**config.mk**
```make
export PLATFORM = sky130hd
export DESIGN_NAME = writeback_stage
export DESIGN_NICKNAME = d
export VERILOG_FILES = /design/src/rtl/writeback_stage.sv
export SDC_FILE = /design/constraint.sdc
export NUM_CORES = 1
export LEC_CHECK = 0
export ABC_AREA = 1
export BUFFER_PORTS_ARGS = -buffer_cell sky130_fd_sc_hd__buf_2
export CORE_MARGIN = 2
export CORE_UTILIZATION = 40
export DETAILED_ROUTE_END_ITERATION = 12
export GPL_TIMING_DRIVEN = 0
export PLACE_DENSITY = 0.67
export SKIP_LAST_GASP = 1
export SLEW_MARGIN = 10
export SYNTH_ARGS = -nofsm -noshare
export SYNTH_HDL_FRONTEND = slang
export SYNTH_SLANG_ARGS = --single-unit
```
**constraint.sdc**
```tcl
create_clock -name clk -period 2 [get_ports clk]
set_clock_uncertainty 0.1 [all_clocks]
set_input_delay 0.2 -clock clk [delete_from_list [all_inputs] [get_ports clk]]
set_output_delay 0.2 -clock clk [all_outputs]
set_load 0.01 [all_outputs]
```
**src/rtl/writeback_stage.sv**
```systemverilog
// Writeback stage: retires ALU results and RV32I loads into the register file,
// aligning load data, flagging misaligned/illegal loads and bus errors.
module writeback_stage #(
  parameter  int BitWidth    = 32,
  parameter  int NumReg      = 32,
  localparam int RegSelWidth = $clog2(NumReg)
) (
  input  logic                   clk,
  input  logic                   rst,
  input  logic                   in_valid,
  output logic                   in_ready,
  input  logic [RegSelWidth-1:0] in_rd,
  input  logic [BitWidth-1:0]    in_result,
  input  logic                   in_is_load,
  input  logic [2:0]             in_funct3,
  input  logic [1:0]             in_byte_off,
  input  logic                   mem_rsp_valid,
  input  logic [31:0]            mem_rsp_data,
  input  logic                   mem_rsp_err,
  output logic [BitWidth-1:0]    write_data,
  output logic [RegSelWidth-1:0] write_dest,
  output logic                   write_en,
  output logic                   fwd_valid,
  output logic [RegSelWidth-1:0] fwd_rd,
  output logic [BitWidth-1:0]    fwd_data,
  output logic                   load_pending,
  output logic [RegSelWidth-1:0] load_pending_rd,
  output logic                   load_fault,
  output logic [31:0]            retired
);

  typedef enum logic [1:0] {
    IDLE     = 2'd0,
    WAIT_MEM = 2'd1,
    COMMIT   = 2'd2,
    FAULT    = 2'd3
  } state_t;

  state_t                 state_reg;
  state_t                 state_next;
  logic [BitWidth-1:0]    write_data_reg;
  logic [RegSelWidth-1:0] write_dest_reg;
  logic [RegSelWidth-1:0] pend_rd_reg;
  logic [2:0]             pend_f3_reg;
  logic [1:0]             pend_off_reg;
  logic [31:0]            retired_reg;

  logic                   load_legal;
  logic [7:0]             byte_sel;
  logic [15:0]            half_sel;
  logic [BitWidth-1:0]    load_data;

  // Legality of the load being presented: reserved funct3 or misaligned access faults.
  always_comb begin
    load_legal = 1'b0;
    case (in_funct3)
      3'b000, 3'b100: load_legal = 1'b1;
      3'b001, 3'b101: load_legal = ~in_byte_off[0];
      3'b010:         load_legal = (in_byte_off == 2'b00);
      default:        load_legal = 1'b0;
    endcase
  end

  // Extract and extend the addressed lane of the word-aligned response.
  always_comb begin
    byte_sel = mem_rsp_data[7:0];
    case (pend_off_reg)
      2'd0: byte_sel = mem_rsp_data[7:0];
      2'd1: byte_sel = mem_rsp_data[15:8];
      2'd2: byte_sel = mem_rsp_data[23:16];
      2'd3: byte_sel = mem_rsp_data[31:24];
      default: byte_sel = mem_rsp_data[7:0];
    endcase
    half_sel = pend_off_reg[1] ? mem_rsp_data[31:16] : mem_rsp_data[15:0];
    case (pend_f3_reg)
      3'b000:  load_data = BitWidth'($signed(byte_sel));
      3'b100:  load_data = BitWidth'(byte_sel);
      3'b001:  load_data = BitWidth'($signed(half_sel));
      3'b101:  load_data = BitWidth'(half_sel);
      default: load_data = BitWidth'(mem_rsp_data);
    endcase
  end

  always_ff @(posedge clk or negedge rst) begin
    if (!rst) begin
      state_reg <= IDLE;
    end else begin
      state_reg <= state_next;
    end
  end

  always_comb begin
    state_next = state_reg;
    case (state_reg)
      IDLE: begin
        if (in_valid) begin
          if (!in_is_load)     state_next = COMMIT;
          else if (load_legal) state_next = WAIT_MEM;
          else                 state_next = FAULT;
        end
      end
      WAIT_MEM: begin
        if (mem_rsp_valid) state_next = mem_rsp_err ? FAULT : COMMIT;
      end
      COMMIT:  state_next = IDLE;
      FAULT:   state_next = IDLE;
      default: state_next = IDLE;
    endcase
  end

  // Write port registers only move on the edge that enters COMMIT, so they
  // are stable around every write_en pulse.
  always_ff @(posedge clk or negedge rst) begin
    if (!rst) begin
      write_data_reg <= '0;
      write_dest_reg <= '0;
      pend_rd_reg    <= '0;
      pend_f3_reg    <= '0;
      pend_off_reg   <= '0;
      retired_reg    <= '0;
    end else begin
      if (state_reg == IDLE && in_valid) begin
        if (!in_is_load) begin
          write_data_reg <= in_result;
          write_dest_reg <= in_rd;
        end else begin
          pend_rd_reg  <= in_rd;
          pend_f3_reg  <= in_funct3;
          pend_off_reg <= in_byte_off;
        end
      end
      if (state_reg == WAIT_MEM && mem_rsp_valid && !mem_rsp_err) begin
        write_data_reg <= load_data;
        write_dest_reg <= pend_rd_reg;
      end
      if (state_reg == COMMIT) begin
        retired_reg <= retired_reg + 32'd1;
      end
    end
  end

  always_comb begin
    in_ready        = (state_reg == IDLE);
    write_en        = (state_reg == COMMIT) && (write_dest_reg != '0);
    fwd_valid       = write_en;
    load_pending    = (state_reg == WAIT_MEM);
    load_pending_rd = (state_reg == WAIT_MEM) ? pend_rd_reg : '0;
    load_fault      = (state_reg == FAULT);
  end

  assign write_data = write_data_reg;
  assign write_dest = write_dest_reg;
  assign fwd_rd     = write_dest_reg;
  assign fwd_data   = write_data_reg;
  assign retired    = retired_reg;

endmodule

```
# Word-level counts from Yosys, hierarchy flattened
# Cells that the tools add are included.
# totals
input_bits	80
reg_bits	81
out_inout_bits	116
# classes
eq_ne	16
mux	17
n_bitwise	1
n_reduce_logical	18
addsub	1
# op_table
cell	n
$pmux 32 s4	1
$mux 32	3
$add 32x1->32 const B	1
$pmux 8 s4	1
$mux 5	4
$mux 16	1
$eq 3x3->1 const B	4
$eq 2x2->1 const B	4
$mux 2	4
$eq 3x1->1 const B	2
$logic_not 2->1	3
$logic_not 3->1	2
$pmux 2 s3	1
$reduce_and 2->1	3
$reduce_or 2->1	3
$reduce_bool 5->1	1
$eq 2x1->1 const B	2
$logic_and 1x1->1	4
$ne 2x2->1 const B	2
$eq 3x2->1 const B	1
$pmux 1 s3	1
$ne 2x1->1 const B	1
$reduce_bool 2->1	1
$logic_not 1->1	1
other kinds (2)	2

# Longest topological paths before layout
# logic_depth
ltp_word	7
depth_mapped	10
depth_no_buf	9

# Worst setup path before layout
# Ideal clock, no wire load.
# synth_path
kind	reg2out
start	register state_reg[0]
end	output write_en
n_path_buf	2
stages_incl_launch_ff	8
setup_slack_ns	0.394
t_arrival_ns	1.306
cell_sequence	dfrtp_1 -> inv_2 -> nand2_2 -> inv_1 -> clkbuf_1 -> o21ai_0 -> inv_1 -> buf_4
# synth_via
elab_chain_cells	2
# synth_lines
item	line	rtl
start: declaration	39	state_t state_reg;
start signal: assignment	88	state_reg <= state_next;
$eq 2x2->1	144	write_en = (state_reg == COMMIT) && (write_dest_reg != '0);
$logic_and 1x1->1	144	
end: declaration	22	output logic write_en,
# No other way between the ends.

# Worst setup path after layout
# layout_path
start	register state_reg[1]
end	output write_en
# The elaborated chain is that of the path after synthesis.

==> qor.txt <==
status - completed
FF-to-FF setup slack - 0.21 ns
FMAX - 554 MHz
clk_lat worst skew - 0.36 ns
initial antenna violation count - 4
Worst EP arrival - 1.51 ns
Final ANT Viol Nets - 0
Slew HR - 64.5%
fin area - 7050 um2
Hold Path Class - in -> reg
die width - 121 um
CTS clk-pin slew, worst paths - 0.07 ns
Final Hold Fails - 0
Initial Util - 41.1%
Tightest Pin Transition - 0.533 ns
Clock Root Buffer - clkbuf_16
first-pass GRT wire length - 25.6 mm
Yosys warning count - 0
Area growth syn-to-layout - 29.5%
vias per cell - 4.68
die height - 121 um
DR WL/cell - 13.5 um
clock sink count - 81
vias in the first global route - 5208
Seq/Total Area, Yosys - 37.2%
synthesized area - 5450 um2
worst r2r src - state_reg[0]$_DFFE_PN0P_
Placer Congestion - 0.971
Sequential Area - 2030 um2
VDD IR max - 671 uV
Power Density - 1260 nW/um2
Rows - 42
IO buf count - 195
CP max FO - 7
CTS tree - yes
pre-CTS WS - 0.0772 ns
core area - 13200 um2
Worst setup SP type - flop
Setup TNS - 0 ns
EDFF count, synth - 0
cells after synthesis - 803
clock buffer depth - 2
H-tree levels - 3
commonest cells after routing, fill and taps aside - nand2_1, buf_2, nor2_1
Worst EP required - 1.70 ns
Synth cell types - 37
ys async rst share - 100%
drt pass-1 iters - 4
average size of a mapped cell - 6.78 um2
Hold Startpoint - in_valid
crit path capture type - output pin
area of the die - 14600 um2
Yosys reg bits - 81
WHS Path Cells - 3
leak pwr - 3.92 nW
Inserted Clock Buffers - 9
Hold Path Sink - state_reg[0]$_DFFE_PN0P_
share of layout cells above drive strength 1 - 30.9%
R2R cell count - 7
Layout fillers - 1432
DP Wirelength - 13.0 mm
syn nets - 884
fin worst setup slack - 0.193 ns
Vias - 5602
unrepaired setup endpoints after global routing - no
DRT Wirelength - 16.2 mm
start-to-end type of the worst setup path - reg -> out
largest net degree at the start of global routing - 45
fin. max-slew vios - 0
Pwr Total - 8.89 mW
Setup Viol. Count Final - 0
fin nets - 1094
Total GRT Usage - 22.6%
dominant synthesized flop cell - dfrtp_1
DR iter-0 viols - 316
Final Cycle Share - 90.3%
Max Cap Viol - 0
footprint of the multi-input gates - 2620 um2
worst r2r dst - fwd_rd[1]$_DFFE_PN0P_
Cell Area, Placed - 6670 um2
most common cell after layout, fill and taps aside - nand2_1
fin crit period - 1.81 ns
IO Pins - 196
Hold WS - 0.00791 ns
gr ovfl total - 0
# DRC - 0
## final cells by class
| class | count | share of cell area [%] |
|---|---|---|
| well taps | 176 | 3.12 |
| diodes | 4 | 0.142 |
| multi-input cells | 572 | 37.2 |
| plain buffers | 63 | 6.73 |
| repair buffers | 200 | 14.8 |
| clock inverters | 7 | 1.44 |
| clock buffers | 9 | 3.19 |
| inverters | 86 | 4.63 |
| flip-flops and latches | 81 | 28.7 |
## cell families after synthesis
| logic type | share of synthesized area [%] |
|---|---|
| simple gates | 39.5 |
| buf+inv | 14.7 |
| flops | 37.2 |
| compound gates | 5.58 |
| xor+xnor | 2.57 |
| mux | 0.207 |
| fa+ha+maj | 0.230 |
## through the flow
step / cells / util (%)
6_report: 1198 / 53.2
5_1_grt: 1196 / 53.2
4_1_cts: 1194 / 53.1
3_5_place_dp: 1175 / 50.4
3_3_place_gp: 1174 / 50.2
2_1_floorplan: 803 / -
## per-layer routing
layer  global-route usage (%)  up-vias  share of wire [%]
met4                     9.96        2                3.3
met2                     38.3      184                 48
met5                        0        -              0.037
met3                     5.99       32                6.9
met1                     26.8     2520                 42
li1                         -     2864                  -
## cells in the mapped netlist, types with 6 or more instances
master | instances | area [um2]
nand2_1 | 297 | 1110
nand3_1 | 53 | 265
nor2_1 | 97 | 364
nand3_2 | 12 | 120
xor2_1 | 8 | 70.1
buf_2 | 12 | 60.1
buf_4 | 41 | 308
or2_2 | 8 | 50.1
o21ai_1 | 6 | 30.0
dfrtp_1 | 81 | 2030
a21oi_1 | 22 | 110
inv_1 | 81 | 304
nand4_1 | 6 | 37.5
xnor2_1 | 8 | 70.1
o21ai_0 | 22 | 110
## where the power goes
| part | total, mW | switching (mW) | internal, mW | leakage (nW) |
|---|---|---|---|---|
| registers | 2.69 | 0.520 | 2.17 | 1.03 |
| logic | 4.33 | 2.42 | 1.91 | 2.73 |
| clock network | 1.87 | 0.758 | 1.11 | 0.158 |
| total | 8.89 | 3.70 | 5.19 | 3.92 |
## repair_timing
| action | CTS | global route |
|---|---|---|
| pin swaps | 0 | 0 |
| hold endpoints to repair | 39 | 0 |
| endpoints found under the setup margin | 2 | 1 |
| gates resized for setup | 1 | 1 |
| setup buffers | 1 | 0 |
| hold buffers | 3 | 0 |
## worst max-delay path by stage
stage | slack, ns | from | to | depth (start not counted)
after floorplan | 0.39 | state_reg[0]$_DFFE_PN0P_ | write_en | 7
after global placement | -0.06 | rst | fwd_data[28]$_DFFE_PN0P_ | 1
after detailed placement | 0.08 | state_reg[0]$_DFFE_PN0P_ | write_en | 8
after CTS | 0.08 | state_reg[0]$_DFFE_PN0P_ | write_en | 7
after global routing | 0.04 | state_reg[0]$_DFFE_PN0P_ | write_en | 7
final | 0.19 | state_reg[1]$_DFFE_PN0P_ | write_en | 6
## critical path, cell delays in order, from the launching register on
cell	delay [ns]
dfrtp_1	0.47
nand2_4	0.18
clkinvlp_4	0.11
o21ai_0	0.07
inv_1	0.07
buf_4	0.12
buf_2	0.13
Power figures use the tool's default switching activity.
